$ cat config.mk
export PLATFORM = sky130hd
export DESIGN_NAME = prbs_tx_gen_flat
export DESIGN_NICKNAME = d
export VERILOG_FILES = /design/src/rtl/prbs_tx_gen_if.sv /design/src/rtl/prbs_tx_gen.sv /design/src/flat_wrapper.sv
export SDC_FILE = /design/constraint.sdc
export NUM_CORES = 1
export LEC_CHECK = 0
export CAP_MARGIN = 0
export CORE_MARGIN = 2
export CORE_UTILIZATION = 25
export CTS_BUF_LIST = sky130_fd_sc_hd__clkbuf_16
export DETAILED_ROUTE_END_ITERATION = 7
export GPL_ROUTABILITY_DRIVEN = 0
export PLACE_DENSITY_LB_ADDON = 0.12
export SYNTH_ARGS = -nofsm -noshare
export SYNTH_HDL_FRONTEND = slang
export SYNTH_SLANG_ARGS = --single-unit
$ cat constraint.sdc
create_clock -name txusrclk2 -period 3.06 [get_ports txusrclk2]
set_clock_uncertainty 0.2 [all_clocks]
set_input_delay 0.306 -clock txusrclk2 [delete_from_list [all_inputs] [get_ports txusrclk2]]
set_output_delay 0.306 -clock txusrclk2 [all_outputs]
set_load 0.01 [all_outputs]
$ cat src/rtl/prbs_tx_gen_if.sv
// rtl/prbs_tx_gen_if.sv - control and TX word bundle for the PRBS-7 lane generator
interface prbs_tx_gen_if;
    logic        enable;
    logic        inject;
    logic [15:0] tx_data;
    logic [1:0]  tx_charisk;
    logic [1:0]  state_status;
    logic [7:0]  inj_count;
    logic        inject_pending;

    modport master (
        input  enable,
        input  inject,
        output tx_data,
        output tx_charisk,
        output state_status,
        output inj_count,
        output inject_pending
    );

    modport slave (
        output enable,
        output inject,
        input  tx_data,
        input  tx_charisk,
        input  state_status,
        input  inj_count,
        input  inject_pending
    );
endinterface

$ cat src/rtl/prbs_tx_gen.sv
// rtl/prbs_tx_gen.sv - PRBS-7 GTX TX pattern generator with comma alignment and error injection
module prbs_tx_gen #(
    parameter int unsigned ALIGN_WORDS  = 64,
    parameter int unsigned COMMA_PERIOD = 1024,
    parameter logic [15:0] COMMA_WORD   = 16'h50BC
) (
    input  logic          txusrclk2,
    input  logic          reset_n,
    prbs_tx_gen_if.master bus
);
    typedef enum logic [1:0] {
        IDLE  = 2'b00,
        ALIGN = 2'b01,
        RUN   = 2'b10
    } state_t;

    localparam logic [7:0]  ALIGN_LAST = 8'(ALIGN_WORDS - 1);
    localparam logic [15:0] PERIOD     = 16'(COMMA_PERIOD);

    state_t      state, state_nx;
    logic [7:0]  align_cnt, align_cnt_nx;
    logic [15:0] run_cnt, run_cnt_nx;
    logic [6:0]  lfsr, lfsr_nx;
    logic [15:0] data_q, data_nx;
    logic [1:0]  charisk_q, charisk_nx;
    logic [7:0]  inj_cnt_q, inj_cnt_nx;
    logic        pending_q, pending_nx;
    logic        apply;
    logic [2:0]  inj_sync;
    logic        inj_edge;
    logic [22:0] prbs_ext;

    // lfsr holds b[n..n+6]; 16 more serial steps give the word plus the following seed
    function automatic logic [22:0] prbs_expand(input logic [6:0] seed);
        logic [22:0] ext;
        ext      = '0;
        ext[6:0] = seed;
        for (int i = 7; i < 23; i++) begin
            ext[i] = ext[i-6] ^ ext[i-7];
        end
        return ext;
    endfunction

    assign prbs_ext = prbs_expand(lfsr);
    assign inj_edge = inj_sync[1] & ~inj_sync[2];

    // two-flop synchronizer for the VIO inject level plus a history flop for edge detection
    always_ff @(posedge txusrclk2 or negedge reset_n) begin
        if (!reset_n) begin
            inj_sync <= '0;
        end else begin
            inj_sync <= {inj_sync[1:0], bus.inject};
        end
    end

    // state register; the outputs are registered alongside so they line up with state_status
    always_ff @(posedge txusrclk2 or negedge reset_n) begin
        if (!reset_n) begin
            state     <= IDLE;
            align_cnt <= '0;
            run_cnt   <= '0;
            lfsr      <= 7'h7F;
            data_q    <= '0;
            charisk_q <= '0;
            inj_cnt_q <= '0;
            pending_q <= 1'b0;
        end else begin
            state     <= state_nx;
            align_cnt <= align_cnt_nx;
            run_cnt   <= run_cnt_nx;
            lfsr      <= lfsr_nx;
            data_q    <= data_nx;
            charisk_q <= charisk_nx;
            inj_cnt_q <= inj_cnt_nx;
            pending_q <= pending_nx;
        end
    end

    // next state: enable low always returns to IDLE, ALIGN lasts exactly ALIGN_WORDS words
    always_comb begin
        state_nx = state;
        unique case (state)
            IDLE:    if (bus.enable) state_nx = ALIGN;
            ALIGN:   if (!bus.enable) state_nx = IDLE;
                     else if (align_cnt == ALIGN_LAST) state_nx = RUN;
            RUN:     if (!bus.enable) state_nx = IDLE;
            default: state_nx = IDLE;
        endcase
    end

    // word for the state being entered; the LFSR only advances on PRBS words so commas do not break the sequence
    always_comb begin
        align_cnt_nx = '0;
        run_cnt_nx   = '0;
        lfsr_nx      = lfsr;
        data_nx      = '0;
        charisk_nx   = 2'b00;
        apply        = 1'b0;
        unique case (state_nx)
            ALIGN: begin
                data_nx      = COMMA_WORD;
                charisk_nx   = 2'b01;
                lfsr_nx      = 7'h7F;
                align_cnt_nx = (state == ALIGN) ? align_cnt + 8'd1 : 8'd0;
            end
            RUN: begin
                if (state == RUN && run_cnt == PERIOD) begin
                    data_nx    = COMMA_WORD;
                    charisk_nx = 2'b01;
                end else begin
                    data_nx    = prbs_ext[15:0] ^ {15'd0, pending_q};
                    apply      = pending_q;
                    lfsr_nx    = prbs_ext[22:16];
                    run_cnt_nx = run_cnt + 16'd1;
                end
            end
            default: begin
                data_nx = '0;
            end
        endcase
        // an edge seen on the same cycle a request is consumed becomes a fresh request
        pending_nx = inj_edge | (pending_q & ~apply);
        inj_cnt_nx = inj_cnt_q + {7'd0, apply};
    end

    assign bus.tx_data        = data_q;
    assign bus.tx_charisk     = charisk_q;
    assign bus.state_status   = state;
    assign bus.inj_count      = inj_cnt_q;
    assign bus.inject_pending = pending_q;
endmodule

$ cat src/flat_wrapper.sv
// flat-port wrapper written by rule: the top's interface ports become plain ports
module prbs_tx_gen_flat 
#(
    parameter int unsigned ALIGN_WORDS  = 64,
    parameter int unsigned COMMA_PERIOD = 1024,
    parameter logic [15:0] COMMA_WORD   = 16'h50BC
)
  (txusrclk2, reset_n, bus_enable, bus_inject, bus_tx_data, bus_tx_charisk, bus_state_status, bus_inj_count, bus_inject_pending);
  prbs_tx_gen_if bus_i ();
  input  logic txusrclk2;
  input  logic reset_n;
  input wire logic [$bits(bus_i.enable)-1:0] bus_enable;
  input wire logic [$bits(bus_i.inject)-1:0] bus_inject;
  output wire logic [$bits(bus_i.tx_data)-1:0] bus_tx_data;
  output wire logic [$bits(bus_i.tx_charisk)-1:0] bus_tx_charisk;
  output wire logic [$bits(bus_i.state_status)-1:0] bus_state_status;
  output wire logic [$bits(bus_i.inj_count)-1:0] bus_inj_count;
  output wire logic [$bits(bus_i.inject_pending)-1:0] bus_inject_pending;
  assign bus_i.enable = bus_enable;
  assign bus_i.inject = bus_inject;
  assign bus_tx_data = bus_i.tx_data;
  assign bus_tx_charisk = bus_i.tx_charisk;
  assign bus_state_status = bus_i.state_status;
  assign bus_inj_count = bus_i.inj_count;
  assign bus_inject_pending = bus_i.inject_pending;
  prbs_tx_gen #(.ALIGN_WORDS(ALIGN_WORDS), .COMMA_PERIOD(COMMA_PERIOD), .COMMA_WORD(COMMA_WORD)) u_core (.txusrclk2(txusrclk2), .reset_n(reset_n), .bus(bus_i));
endmodule
==> results.sh <==
export IMPL_status="complete, no violations"
export IMPL_post_drt_via_cell_ratio=4.36
export IMPL_clk_pin_slew_ns=0.06
export IMPL_slowest_stage="dfrtp_1"
export IMPL_yosys_area_top_type="dfrtp_1"
export IMPL_maxSlewHeadroom_pct=47.7
export IMPL_cellPowerDensity_mw_per_mm2=530
export IMPL_grt_usage_pct=10.2
export IMPL_grt_pass1_wl_mm=10.2
export IMPL_seqPwrFrac_pct=42.6
export IMPL_post_route_period_util_pct=89.5
export IMPL_fin_setup_tns_ns=0
export IMPL_path_class="reg2reg"
export IMPL_via_count=1936
export IMPL_synthTopCellsByArea="dfrtp_1, xnor2_1, dfstp_2"
export IMPL_cp_slowest_stage_delay_ns=0.39
export IMPL_swShare_pct=20.4
export IMPL_syn_area_per_cell_um2=11.2
export IMPL_antenna_found_initial=0
export IMPL_path_cells="ha_1 > nor4b_2 > and2_1 > o21a_1 > ha_1 > and3_1 > ha_1 > ha_1 > and3_1 > nand3_1 > xnor2_1"
export IMPL_synth_edff_count=0
export IMPL_core_mm2=0.0114
export IMPL_synth_top_area_share_pct=46.9
export IMPL_hold_viol=0
export IMPL_grt_max_degree=63
export IMPL_areaGrowthSynthToFinish_pct=25.8
export IMPL_final_layout_size_suffix_gt1_share_pct=14.0
export IMPL_place_port_buffers=31
export IMPL_initial_core_util_pct=25.7
export IMPL_start_kind="register"
export IMPL_synth_compound_area_share_pct=6.18
export IMPL_cts_tree="done"
export IMPL_rsz0062_at_grt="no"
export IMPL_dpl_hpwl_mm=3.94
export IMPL_endpoint_kind="register"
export IMPL_cts_buffers_inserted=9
export IMPL_diodes=0
export IMPL_drt_iter0_drc=96
export IMPL_io_pins=33
export IMPL_root_buffer="clkbuf_16"
export IMPL_first_pass_iters=4
export IMPL_ys_flop_type="dfrtp_1"
export IMPL_hold_path_class="reg2reg"
export IMPL_first_global_vias=2008
export IMPL_ir_worst_vdd_v=0.000219
export IMPL_clk_latency_ns=0.32
export IMPL_comb_power_share_pct=2.7
export IMPL_post_cts_setup_buffers=0
export IMPL_cts_buffer_depth=2
export IMPL_slew_violations=0
export IMPL_fmax_mhz=365
export IMPL_synth_async_reset_ratio_pct=100
export IMPL_ys_types=46
export IMPL_leakagePower_nw=1.55
export IMPL_crit_path_frequent_cell="ha_1"
export IMPL_pwr_share_clk_pct=54.7
export IMPL_synthXorXnorAreaFrac_pct=12.5
export IMPL_power_switching_uw=399
export IMPL_worstPathMaxFanout=5
export IMPL_synth_simple_area_share_pct=21.2
export IMPL_drv_cap=0
export IMPL_setup_violations_final=0
export IMPL_utilization_pct=32.3
export IMPL_antenna_left=0
export IMPL_fin_crit_ns=2.74
export IMPL_synthesis_nets=274
export IMPL_synth_mux_area_share_pct=0
export IMPL_ff2ff_setup_slack_ns=0.32
export IMPL_clock_sinks=62
export IMPL_fill_cells=1194
export IMPL_worst_pin_slew_ns=0.784
export IMPL_nets=307
export IMPL_syn_area_mm2=0.00294
export IMPL_p_int_mw=1.56
export IMPL_yosysWarnings=0
export IMPL_dieArea_mm2=0.0126
export IMPL_rows=39
export IMPL_synth_top_cells_by_count="dfrtp_1, nor2_1, xnor2_1, xor2_1, nand3_1"
export IMPL_synth_top_family_by_area="simple AND/OR/NAND/NOR gates"
export IMPL_synth_most_common_cell="dfrtp_1"
export IMPL_synthAdderAreaFrac_pct=2.98
export IMPL_fp_dieW_um=112
export IMPL_htree_levels=3
export IMPL_drc=0
export IMPL_ys_seq_area_share_pct=53.2
export IMPL_syn_inst=263
export IMPL_grt_overflow_total=0
export IMPL_ys_ff_latch=62
export IMPL_wl_per_cell_um=13.2
export IMPL_cp_required_ns=3.07
export IMPL_wl_mm=5.85
export IMPL_fp_dieH_um=112
export IMPL_critPathArrivalTime_ns=2.75
==> logic make-up (layout without fill, tap and decap cells) <==
group,after synthesis,count (layout)
AND/OR/NAND/NOR,107,107
flip-flops,62,62
XOR/XNOR,42,42
AO/OA/AOI/OAI,24,24
buffers and inverters,20,58
adder cells (fa/ha/maj),7,7
other,1,1
==> stage by stage <==
step / instance area [um^2] / power [mW] / cells / setup WS [ns] / hold slack (ns)
2_1_floorplan: 2940 / 0.865 / 263 / 0.370 / -0.190
3_3_place_gp: 3360 / 0.903 / 427 / 0.245 / 0.136
3_5_place_dp: 3360 / 0.903 / 427 / 0.214 / 0.144
4_1_cts: 3690 / 2.00 / 444 / 0.191 / 0.157
5_1_grt: 3690 / 2.04 / 444 / 0.0356 / 0.171
6_report: 3690 / 1.96 / 444 / 0.321 / 0.154
==> area by class of cell <==
class	count	area, um^2	share of cell area [%]
Clock buffer	9	225	6.10
Tap cell	143	179	4.85
Timing Repair Buffer	36	345	9.35
Clock inverter	7	90.1	2.44
Inverter	6	22.5	0.610
Sequential cell	62	1560	42.3
Multi-Input combinational cell	181	1270	34.4
==> sequential cells by signal (all words and copies together), names as in the netlist <==
register                   flops
u_core.bus.tx_charisk          1
u_core.bus.inject_pending      1
u_core.lfsr                    7
u_core.bus.tx_data            16
u_core.run_cnt                16
u_core.align_cnt               8
u_core.bus.state_status        2
u_core.bus.inj_count           8
u_core.inj_sync                3
==> final timing paths <==
check	start	endpoint	cells past startpoint
max reg2reg	u_core.align_cnt[0]	u_core.bus.inj_count[6]	11
min	u_core.inj_sync[0]	u_core.inj_sync[1]	0
min reg2reg	u_core.inj_sync[0]	u_core.inj_sync[1]	0
max in group asynchronous	reset_n	u_core.run_cnt[2]	3
max	u_core.align_cnt[0]	u_core.bus.inj_count[6]	11
min in group asynchronous	reset_n	u_core.bus.tx_data[11]	3
==> placed cells by master (no fill, tap or decap), drive strengths merged, types with 3 or more instances in the layout <==
cell type	count
a21oi	8
and3	9
buf	5
clkbuf	9
clkdlybuf4s50	30
clkinv	3
dfrtp	55
dfstp	7
ha	7
inv	7
nand2	8
nand3	14
nand4	6
nor2	37
nor2b	6
nor3	7
nor4	6
nor4b	6
o211a	3
o21ai	4
o22a	4
xnor2	27
xor2	15
==> power by group through the flow <==
stage	Combinational (mW)	Clock, mW	Sequential, mW
6_report	0.0529	1.07	0.834
5_1_grt	0.0615	1.15	0.835
4_1_cts	0.0558	1.11	0.834
3_5_place_dp	0.0547	0	0.848
3_3_place_gp	0.0556	0	0.848
2_1_floorplan	0.0148	0	0.850
==> per-layer routing <==
layer	routed length (um)	GRT usage [%]
met5	0	0
met4	47	3.90
met3	193	3.35
met2	2700	15.1
met1	2910	13.8
==> worst max-delay path, delay by kind of cell, from the launching register on <==
family / cells / cell delay [ns]
AO/OA/AOI/OAI: 1 / 0.13
adder cells (fa/ha/maj): 4 / 0.84
flip-flops: 1 / 0.39
XOR/XNOR: 1 / 0.14
AND/OR/NAND/NOR: 5 / 0.95
==> what timing repair did <==
action	CTS	global route
endpoints found under the setup margin	0	1
hold buffers	1	0
resized for setup	0	1
endpoints found under the hold margin	47	0
No activity file was read; power rests on OpenSTA's default activity.
